===== src/rtl/cache_pkg.sv =====
// cache_pkg: shared types and helpers for the cache requester slice.
// FSM state encoding, response codes and the fill timeout rule.
package cache_pkg;

  typedef enum logic [2:0] {
    S_IDLE,
    S_LOOKUP,
    S_LK_WAIT,
    S_MEM_REQ,
    S_MEM_WAIT,
    S_WR_MEM,
    S_FILL,
    S_RESP
  } req_state_t;

  localparam logic RESP_OK  = 1'b0;
  localparam logic RESP_ERR = 1'b1;

  localparam int unsigned STAT_W = 16;

  // A zero timeout selects a limit wide enough for a full CLOCK sweep.
  function automatic int unsigned fill_limit(
    input int unsigned k,
    input int unsigned timeout
  );
    return (timeout == 0) ? (2 * k + 2) : timeout;
  endfunction

endpackage


===== src/rtl/cache_req_stats.sv =====
// cache_req_stats: saturating hit/miss/timeout event counters.
// Only instantiated when CACHE_REQ_STATS_EN is defined.
module cache_req_stats
  import cache_pkg::*;
(
  input  logic              clock_i,
  input  logic              reset_i,
  input  logic              hit_i,
  input  logic              miss_i,
  input  logic              timeout_i,
  output logic [STAT_W-1:0] hits_o,
  output logic [STAT_W-1:0] misses_o,
  output logic [STAT_W-1:0] timeouts_o
);

  logic [STAT_W-1:0] hits_q;
  logic [STAT_W-1:0] misses_q;
  logic [STAT_W-1:0] timeouts_q;

  // Count one event per pulse, sticking at all-ones.
  always_ff @(posedge clock_i) begin
    if (reset_i) begin
      hits_q     <= '0;
      misses_q   <= '0;
      timeouts_q <= '0;
    end else begin
      if (hit_i && hits_q != '1)
        hits_q <= hits_q + 1'b1;
      if (miss_i && misses_q != '1)
        misses_q <= misses_q + 1'b1;
      if (timeout_i && timeouts_q != '1)
        timeouts_q <= timeouts_q + 1'b1;
    end
  end

  assign hits_o     = hits_q;
  assign misses_o   = misses_q;
  assign timeouts_o = timeouts_q;

endmodule


===== src/rtl/cache_requester.sv =====
// cache_requester: single-outstanding ch1 initiator, write-through stores.
// Define CACHE_REQ_STATS_EN to add the stat_* counter outputs.
module cache_requester
  import cache_pkg::*;
#(
  parameter int unsigned ADDR_WIDTH   = 8,
  parameter int unsigned LINE_WIDTH   = 32,
  parameter int unsigned K            = 2,
  parameter int unsigned FILL_TIMEOUT = 0
) (
  input  logic                  clock,
  input  logic                  reset,
  input  logic                  req_valid,
  output logic                  req_ready,
  input  logic                  req_we,
  input  logic [ADDR_WIDTH-1:0] req_addr,
  input  logic [LINE_WIDTH-1:0] req_wdata,
  output logic                  rsp_valid,
  output logic [LINE_WIDTH-1:0] rsp_data,
  output logic                  rsp_err,
  output logic [ADDR_WIDTH-1:0] ch1_in_addr,
  output logic [LINE_WIDTH-1:0] ch1_in_val,
  output logic                  ch1_read,
  output logic                  ch1_write,
  input  logic                  ch1_hit,
  input  logic [LINE_WIDTH-1:0] ch1_out_val,
  output logic                  mem_req_valid,
  input  logic                  mem_req_ready,
  output logic                  mem_req_we,
  output logic [ADDR_WIDTH-1:0] mem_addr,
  output logic [LINE_WIDTH-1:0] mem_wdata,
  input  logic                  mem_rsp_valid,
  input  logic [LINE_WIDTH-1:0] mem_rsp_data
`ifdef CACHE_REQ_STATS_EN
  ,
  output logic [STAT_W-1:0]     stat_hits,
  output logic [STAT_W-1:0]     stat_misses,
  output logic [STAT_W-1:0]     stat_timeouts
`endif
);

  localparam int unsigned LIM = fill_limit(K, FILL_TIMEOUT);
  localparam int unsigned CW  = $clog2(LIM + 1);

  req_state_t            state_q;
  logic [CW-1:0]         cnt_q;
  logic [CW-1:0]         cnt_d;
  logic                  ready_q;
  logic                  rsp_valid_q;
  logic [LINE_WIDTH-1:0] rsp_data_q;
  logic                  rsp_err_q;
  logic [ADDR_WIDTH-1:0] addr_q;
  logic [LINE_WIDTH-1:0] in_val_q;
  logic                  rd_q;
  logic                  wr_q;
  logic                  mreq_q;
  logic                  mwe_q;
  logic [LINE_WIDTH-1:0] mwdata_q;
  logic                  fill_hit;
  logic                  fill_to;

  // ch1_hit is stale in the first fill cycle, so only later cycles count.
  assign cnt_d    = (cnt_q == '1) ? cnt_q : cnt_q + 1'b1;
  assign fill_hit = (cnt_q != '0) && ch1_hit;
  assign fill_to  = !fill_hit && (cnt_d >= CW'(LIM));

  // Request sequencing FSM; every output is a register set on transitions.
  always_ff @(posedge clock) begin
    if (reset) begin
      state_q     <= S_IDLE;
      cnt_q       <= '0;
      ready_q     <= 1'b1;
      rsp_valid_q <= 1'b0;
      rsp_data_q  <= '0;
      rsp_err_q   <= RESP_OK;
      addr_q      <= '0;
      in_val_q    <= '0;
      rd_q        <= 1'b0;
      wr_q        <= 1'b0;
      mreq_q      <= 1'b0;
      mwe_q       <= 1'b0;
      mwdata_q    <= '0;
    end else begin
      rsp_valid_q <= 1'b0;
      rsp_err_q   <= RESP_OK;
      rd_q        <= 1'b0;
      unique case (state_q)
        S_IDLE: begin
          if (req_valid) begin
            ready_q <= 1'b0;
            addr_q  <= req_addr;
            if (req_we) begin
              mwdata_q <= req_wdata;
              mreq_q   <= 1'b1;
              mwe_q    <= 1'b1;
              state_q  <= S_WR_MEM;
            end else begin
              rd_q    <= 1'b1;
              state_q <= S_LOOKUP;
            end
          end
        end
        S_LOOKUP: begin
          state_q <= S_LK_WAIT;
        end
        S_LK_WAIT: begin
          if (ch1_hit) begin
            rsp_data_q  <= ch1_out_val;
            rsp_valid_q <= 1'b1;
            state_q     <= S_RESP;
          end else begin
            mreq_q  <= 1'b1;
            mwe_q   <= 1'b0;
            state_q <= S_MEM_REQ;
          end
        end
        S_MEM_REQ: begin
          if (mem_req_ready) begin
            mreq_q  <= 1'b0;
            state_q <= S_MEM_WAIT;
          end
        end
        S_MEM_WAIT: begin
          if (mem_rsp_valid) begin
            in_val_q <= mem_rsp_data;
            wr_q     <= 1'b1;
            cnt_q    <= '0;
            state_q  <= S_FILL;
          end
        end
        S_WR_MEM: begin
          if (mem_req_ready) begin
            mreq_q   <= 1'b0;
            mwe_q    <= 1'b0;
            in_val_q <= mwdata_q;
            wr_q     <= 1'b1;
            cnt_q    <= '0;
            state_q  <= S_FILL;
          end
        end
        S_FILL: begin
          cnt_q <= cnt_d;
          if (fill_hit || fill_to) begin
            wr_q        <= 1'b0;
            rsp_data_q  <= in_val_q;
            rsp_valid_q <= 1'b1;
            rsp_err_q   <= fill_hit ? RESP_OK : RESP_ERR;
            state_q     <= S_RESP;
          end
        end
        S_RESP: begin
          ready_q <= 1'b1;
          state_q <= S_IDLE;
        end
        default: begin
          state_q <= S_IDLE;
        end
      endcase
    end
  end

  assign req_ready     = ready_q;
  assign rsp_valid     = rsp_valid_q;
  assign rsp_data      = rsp_data_q;
  assign rsp_err       = rsp_err_q;
  assign ch1_in_addr   = addr_q;
  assign ch1_in_val    = in_val_q;
  assign ch1_read      = rd_q;
  assign ch1_write     = wr_q;
  assign mem_req_valid = mreq_q;
  assign mem_req_we    = mwe_q;
  assign mem_addr      = addr_q;
  assign mem_wdata     = mwdata_q;

`ifdef CACHE_REQ_STATS_EN
  logic hit_ev;
  logic miss_ev;
  logic to_ev;

  assign hit_ev  = (state_q == S_LK_WAIT) && ch1_hit;
  assign miss_ev = (state_q == S_LK_WAIT) && !ch1_hit;
  assign to_ev   = (state_q == S_FILL) && fill_to;

  cache_req_stats u_stats (
    .clock_i    (clock),
    .reset_i    (reset),
    .hit_i      (hit_ev),
    .miss_i     (miss_ev),
    .timeout_i  (to_ev),
    .hits_o     (stat_hits),
    .misses_o   (stat_misses),
    .timeouts_o (stat_timeouts)
  );
`endif

endmodule

===== config.mk =====
export PLATFORM = sky130hd
export DESIGN_NAME = cache_requester
export DESIGN_NICKNAME = d
export VERILOG_FILES = /design/src/rtl/cache_pkg.sv /design/src/rtl/cache_req_stats.sv /design/src/rtl/cache_requester.sv
export SDC_FILE = /design/constraint.sdc
export NUM_CORES = 1
export LEC_CHECK = 0
export ABC_AREA = 1
export CAP_MARGIN = 20
export CORE_MARGIN = 5
export CORE_UTILIZATION = 46
export DETAILED_ROUTE_END_ITERATION = 12
export GPL_TIMING_DRIVEN = 1
export PLACE_DENSITY = 0.95
export SYNTH_ARGS = -nofsm -noshare
export SYNTH_HDL_FRONTEND = slang
export SYNTH_HIERARCHICAL = 1
export SYNTH_SLANG_ARGS = --single-unit

===== constraint.sdc =====
create_clock -name clock -period 3.55 [get_ports clock]
set_input_delay 0.5325 -clock clock [delete_from_list [all_inputs] [get_ports clock]]
set_output_delay 0.5325 -clock clock [all_outputs]
set_load 0.01 [all_outputs]

==> flow_metrics.tcl, run 1 <==
set metrics [dict create \
    critPathKind "flop to flop" \
    route.detailed.drc 0 \
    cts_num_sinks 117 \
    avgRoutedWirePerCell_um 16.0 \
    leakagePower_uw 0.00335 \
    dieArea_sq_um 13600 \
    grtUsageTotal 0.255 \
    root_buffer "clkbuf_16" \
    cts_resized 0 \
    setup_violations 0 \
    gp_congestion 0.968 \
    p_per_area_nw_per_um2 733 \
    cts_setup_buffers 0 \
    final_layout_size_suffix_gt1_frac 0.0558 \
    drv_slew 0 \
    antenna_cells 0 \
    wl_met2_um 8480 \
    hpwlAfterDp_um 12800 \
    overflow 0 \
    place_worst_setup_slack_ps 1270 \
    io_pins 230 \
    cts_hold_buf 0 \
    rsz0062_at_grt "no" \
    timing.fmax_ghz 0.432 \
    tightest_slew_ps 915 \
    reg2reg_slack_ps 1230 \
    finalNetCount 1067 \
    io_buffers 229 \
    die_h_um 117 \
    htreeDepth 4 \
    worst_slack_ps 1230 \
    ys_top_cells_by_area "dfxtp_1 (45%), nand2_1 (14%), o21ai_0 (8.2%)" \
    r2r_start "state_q[1]$_SDFFE_PP0P_" \
    m1WireLength_um 7380 \
    antenna_left 0 \
    dr.pass1.iters 8 \
    numCtsBuffers 17 \
    max-cap-violations 0 \
    hold_depth 2 \
    cts_tree "built" \
    end_kind "flop" \
    synth_top_cell_area_share 0.447 \
    clk_latency_ps 410 \
    synth_warnings 6 \
    wl_met3_um 1330 \
    syn_inst 756 \
    startpoint_type "flop" \
    vias 5734 \
    slew_headroom 0.390 \
    synth_seq_cells 117 \
    status "finished, final reports clean" \
    grt_max_degree 66 \
    grt_pass1_wl_um 27200 \
    hold_violations 0 \
    antenna_found_initial 0 \
    peakVddDrop_mv 0.387 \
    drt_wl_total_um 17700 \
    whs_ps 465 \
    syn_avg_cell_area_sq_um 6.93 \
    start_util 0.465 \
    skew_ps 8.21 \
    post-route-period-util 0.652 \
    finalSetupTns_ps 0 \
    rows 39 \
    min_to "mem_wdata[27]$_SDFFE_PP0P_" \
    synth_top_cell_by_area "dfxtp_1" \
    die_width_um 117 \
    cp.arrival_ps 2590 \
    syn_area_sq_um 5240 \
    hold_class "flop to flop" \
    core_area_sq_um 11300 \
    r2r.worst_path.cells 9 \
    holdCritStartpoint "mem_wdata[27]$_SDFFE_PP0P_" \
    mappedNetlistNets 869 \
    ys_types 27 \
    initialDrtViolationCount 596 \
    period_minus_slack_ps 2320 \
    grt_pass1_vias 5398 \
    via_per_inst 5.17 \
    clk_pin_slew_ps 60 \
    clockBufferDepth 2 \
    ys_seq_area_frac 0.447 \
    syn_to_final_growth_pct 54.2 \
    r2r_end "rsp_data[13]$_SDFFE_PP0P_" \
    cp_max_fo 37 \
    cp.required_ps 3830 \
    top_layer "met4" \
]
==> per-layer routing <==
layer	vias up	track usage
met1	2593	0.328
met5	-	0
li1	2823	-
met2	267	0.402
met4	0	0.122
met3	51	0.0596
==> synth_stat cells <==
| cell | n |
|---|---|
| clkbuf_2 | 1 |
| a21oi_2 | 1 |
| nand2_1 | 195 |
| nor2_8 | 2 |
| ha_1 | 2 |
| nand3_2 | 2 |
| buf_2 | 18 |
| a21oi_1 | 72 |
| inv_1 | 48 |
| clkinv_1 | 1 |
| nand2_4 | 3 |
| nor2_4 | 2 |
| or2_2 | 1 |
| buf_1 | 1 |
| nand2_2 | 1 |
| buf_6 | 3 |
| nor2_1 | 94 |
| dfxtp_1 | 117 |
| o21ai_0 | 86 |
| nand3b_1 | 1 |
| o21ai_1 | 21 |
| nand3_1 | 46 |
| nor3_1 | 1 |
| buf_4 | 15 |
| nand4_1 | 1 |
| inv_2 | 4 |
| clkbuf_1 | 17 |
==> worst max path at each step <==
stage	depth (start not counted)	startpoint	end
after floorplan	8	cnt_q[0]$_SDFFE_PP0P_	rsp_data[0]$_SDFFE_PP0P_
after global placement	5	reset	cnt_q[2]$_SDFFE_PP0P_
after detailed placement	5	reset	ch1_in_addr[1]$_SDFFE_PP0P_
after CTS	9	state_q[1]$_SDFFE_PP0P_	rsp_data[13]$_SDFFE_PP0P_
after global routing	9	state_q[1]$_SDFFE_PP0P_	rsp_data[13]$_SDFFE_PP0P_
final	9	state_q[1]$_SDFFE_PP0P_	rsp_data[13]$_SDFFE_PP0P_
==> cells in the final DEF, fill, tap and decap left out, types with 17 or more instances in the layout <==
cell type        instances
nand3_1                 45
clkdlybuf4s50_1        229
o21ai_0                 86
inv_1                   47
nor2_1                  94
clkbuf_16               17
a21oi_1                 72
nand2_1                195
o21ai_1                 21
dfxtp_1                117
==> kinds of logic after synthesis <==
family | count (synthesis) | share of synthesized area
AND/OR/NAND/NOR | 349 | 0.279
adder cells (fa/ha/maj) | 2 | 0.00477
buffers and inverters | 108 | 0.0969
AO/OA/AOI/OAI | 180 | 0.173
flip-flops | 117 | 0.447
==> per-stage QoR <==
| stage | utilization | area, sq um | total power [uW] | instances |
|---|---|---|---|---|
| after floorplan | - | 5240 | 3050 | 756 |
| after global placement | 0.661 | 7450 | 4050 | 1078 |
| after detailed placement | 0.661 | 7450 | 4100 | 1078 |
| after CTS | 0.717 | 8080 | 5940 | 1110 |
| after global routing | 0.717 | 8080 | 6230 | 1110 |
| final | 0.717 | 8080 | 5920 | 1110 |
==> where the power goes <==
part           switching [uW]  total [uW]  internal [uW]
Clock                     612        1820           1210
Combinational            1160        2140            979
Sequential                314        1960           1650
Total                    2080        5920           3840
==> cell type report <==
class / instances / area, sq um
Timing Repair Buffer: 234 / 2330
Inverter: 53 / 199
Fill cell: 856 / 3190
Sequential cell: 117 / 2340
Tap cell: 143 / 179
Clock buffer: 20 / 457
Clock inverter: 12 / 178
Multi-Input combinational cell: 531 / 2400
==> state kept, by name, indices dropped and copies added, names as in the netlist <==
register and count:
req_ready 1, mem_wdata 32, cnt_q 3, ch1_in_addr 8, ch1_write 1, rsp_data 32, mem_req_we 1, ch1_read 1
state_q 3, rsp_valid 1, rsp_err 1, mem_req_valid 1, ch1_in_val 32
==> critical path: stages (launching register included) <==
cell and delay, ps:
dfxtp_1 420, inv_2 110, nor2_4 120, inv_2 80
nor2_8 410, inv_1 570, nand2_1 240, nand2_1 90
nand2_1 80, a21oi_1 60
(Power assumes the default switching activity.)
==> run 2: changes to the inputs <==
--- a/config.mk
+++ b/config.mk
@@ -8,10 +8,10 @@
 export ABC_AREA = 1
 export CAP_MARGIN = 20
 export CORE_MARGIN = 5
-export CORE_UTILIZATION = 46
+export CORE_UTILIZATION = 42
 export DETAILED_ROUTE_END_ITERATION = 12
 export GPL_TIMING_DRIVEN = 1
-export PLACE_DENSITY = 0.95
+export PLACE_DENSITY = 0.91
 export SYNTH_ARGS = -nofsm -noshare
 export SYNTH_HDL_FRONTEND = slang
 export SYNTH_HIERARCHICAL = 1
==> constraint.sdc (replaced) <==
create_clock -name clock -period 2.14 [get_ports clock]
set_input_delay 0.321 -clock clock [delete_from_list [all_inputs] [get_ports clock]]
set_output_delay 0.321 -clock clock [all_outputs]
set_load 0.01 [all_outputs]
==> flow_metrics.tcl, run 2 (synthesis gave the netlist of run 1 again) <==
set metrics [dict create \
    io_pins 230 \
    use_met3 0.0525 \
    tightest_slew_ps 603 \
    grtUsageMet1 0.281 \
    cp.required_ps 2410 \
    clk_pin_slew_ps 50 \
    core_area_sq_um 12100 \
    initialDrtViolationCount 361 \
    finalSetupTns_ps 0 \
    clockBufferDepth 2 \
    clk_latency_ps 400 \
    cp_max_fo 64 \
    p_switching_uw 3310 \
    antenna_found_initial 0 \
    grt_pass1_vias 5165 \
    p_per_area_nw_per_um2 1160 \
    start_util 0.433 \
    fin_cells 1142 \
    pwr-share-seq 0.342 \
    finalNetCount 1075 \
    via_per_inst 4.94 \
    final_layout_size_suffix_gt1_frac 0.0565 \
    overflow 0 \
    grt_max_degree 65 \
    io_buffers 229 \
    vias 5637 \
    numCtsBuffers 17 \
    layout_commonest_cell "clkdlybuf4s50_1" \
    regArea_sq_um 2340 \
    hold_violations 0 \
    r2r_end "mem_wdata[18]$_SDFFE_PP0P_" \
    grt_pass1_wl_um 26400 \
    p_comb_frac 0.380 \
    root_buffer "clkbuf_16" \
    multi_input_area_sq_um 2400 \
    nFillCells 1027 \
    status "finished, final reports clean" \
    r2r.worst_path.cells 6 \
    cts_setup_buffers 0 \
    final_cell_mix "clkdlybuf4s50_1 (229), nand2_1 (195), dfxtp_1 (117)" \
    critPathKind "flop to flop" \
    period_minus_slack_ps 1910 \
    cts_tree "built" \
    slew_headroom 0.598 \
    max-cap-violations 0 \
    dr.pass1.iters 5 \
    gp_congestion 0.846 \
    rows 40 \
    leakagePower_uw 0.00337 \
    internal-power_uw 6110 \
    cts_num_sinks 117 \
    skew_ps 5.39 \
    cp.arrival_ps 2180 \
    peakVddDrop_mv 0.553 \
    post-route-period-util 0.895 \
    dp_cells 1111 \
    drt_wl_total_um 17400 \
    reg2reg_slack_ps 230 \
    syn_to_final_growth_pct 54.7 \
    grtUsageTotal 0.226 \
    htreeDepth 4 \
    swShare 0.352 \
    dieArea_sq_um 14800 \
    startpoint_type "flop" \
    rsz0062_at_grt "no" \
    timing.fmax_ghz 0.522 \
    drv_slew 0 \
    r2r_start "state_q[0]$_SDFFE_PP0P_" \
    avgRoutedWirePerCell_um 15.2 \
    crit_start "state_q[0]$_SDFFE_PP0P_" \
    gr-usage-met2 0.375 \
    die_h_um 122 \
    die_width_um 122 \
    endpoint "mem_wdata[18]$_SDFFE_PP0P_" \
    antenna_left 0 \
    route.detailed.drc 0 \
    hpwlAfterDp_um 13200 \
    end_kind "flop" \
    setup_violations 0 \
    busiest_layer "met2" \
    cts_resized 0 \
    antenna_cells 0 \
    clkPwrFrac 0.279 \
    cts_hold_buf 0 \
    hold_class "flop to flop" \
]
[run 2: changes by cell type in the layout (fill, tap and decap cells not counted), sizes merged]
| cell | before | now |
|---|---|---|
| buf | 5 | 13 |
| clkbuf | 20 | 28 |
| bufinv | 4 | 1 |
| clkinv | 5 | 2 |
| clkinvlp | 4 | 1 |
[run 2: power by group through the flow]
| stage | sequential (uW) | clock (uW) | combinational (uW) |
|---|---|---|---|
| 6_report | 3220 | 2620 | 3580 |
| 3_3_place_gp | 3230 | 0 | 3510 |
| 4_1_cts | 3210 | 2650 | 3590 |
| 3_5_place_dp | 3250 | 0 | 3570 |
| 2_1_floorplan | 3340 | 0 | 1720 |
| 5_1_grt | 3280 | 2770 | 3900 |
[run 2: worst min path at each step]
stage                                    start                           to  slack, ps  cells past startpoint
finish                  req_ready$_SDFFE_PP1P_       req_ready$_SDFFE_PP1P_        460                      2
global route        mem_wdata[28]$_SDFFE_PP0P_   mem_wdata[28]$_SDFFE_PP0P_        490                      2
CTS                     req_ready$_SDFFE_PP1P_       req_ready$_SDFFE_PP1P_        460                      2
detailed placement      req_ready$_SDFFE_PP1P_       req_ready$_SDFFE_PP1P_        440                      2
global placement        req_ready$_SDFFE_PP1P_       req_ready$_SDFFE_PP1P_        440                      2
floorplan                          req_addr[1]  ch1_in_addr[1]$_SDFFE_PP0P_        460                      2
[run 2: routing by layer]
| metal | routed length, um | vias to the layer above | share of wire |
|---|---|---|---|
| met3 | 1340 | 33 | 0.077 |
| met5 | 0 | - | 0 |
| li1 | - | 2844 | - |
| met4 | 504 | 0 | 0.029 |
| met1 | 7210 | 2517 | 0.41 |
| met2 | 8340 | 243 | 0.48 |
[run 2: stage by stage]
| stage | total power [uW] | instance area, sq um | worst slack, ps | util | hold slack [ps] |
|---|---|---|---|---|---|
| final | 9420 | 8110 | 225 | 0.670 | 456 |
| after global routing | 9950 | 8110 | 2.59 | 0.670 | 489 |
| after CTS | 9450 | 8110 | 233 | 0.670 | 457 |
| after detailed placement | 6810 | 7560 | 170 | 0.624 | 444 |
| after global placement | 6740 | 7560 | 209 | 0.624 | 441 |
| after floorplan | 5060 | 5240 | 621 | - | 456 |
[run 2: area by class of cell]
cell class | instances | area share
Timing Repair Buffer | 242 | 0.298
Tap cell | 168 | 0.0259
Inverter | 53 | 0.0245
Clock buffer | 28 | 0.0625
Clock inverter | 3 | 0.00524
Sequential cell | 117 | 0.289
Multi-Input combinational cell | 531 | 0.295
[run 2: worst max-delay path, stage by stage (launching register included)]
cell	delay, ps
dfxtp_1	420
nor2_1	250
nand2_2	170
nor2_8	200
nand2_4	340
o21ai_0	300
a21oi_1	60
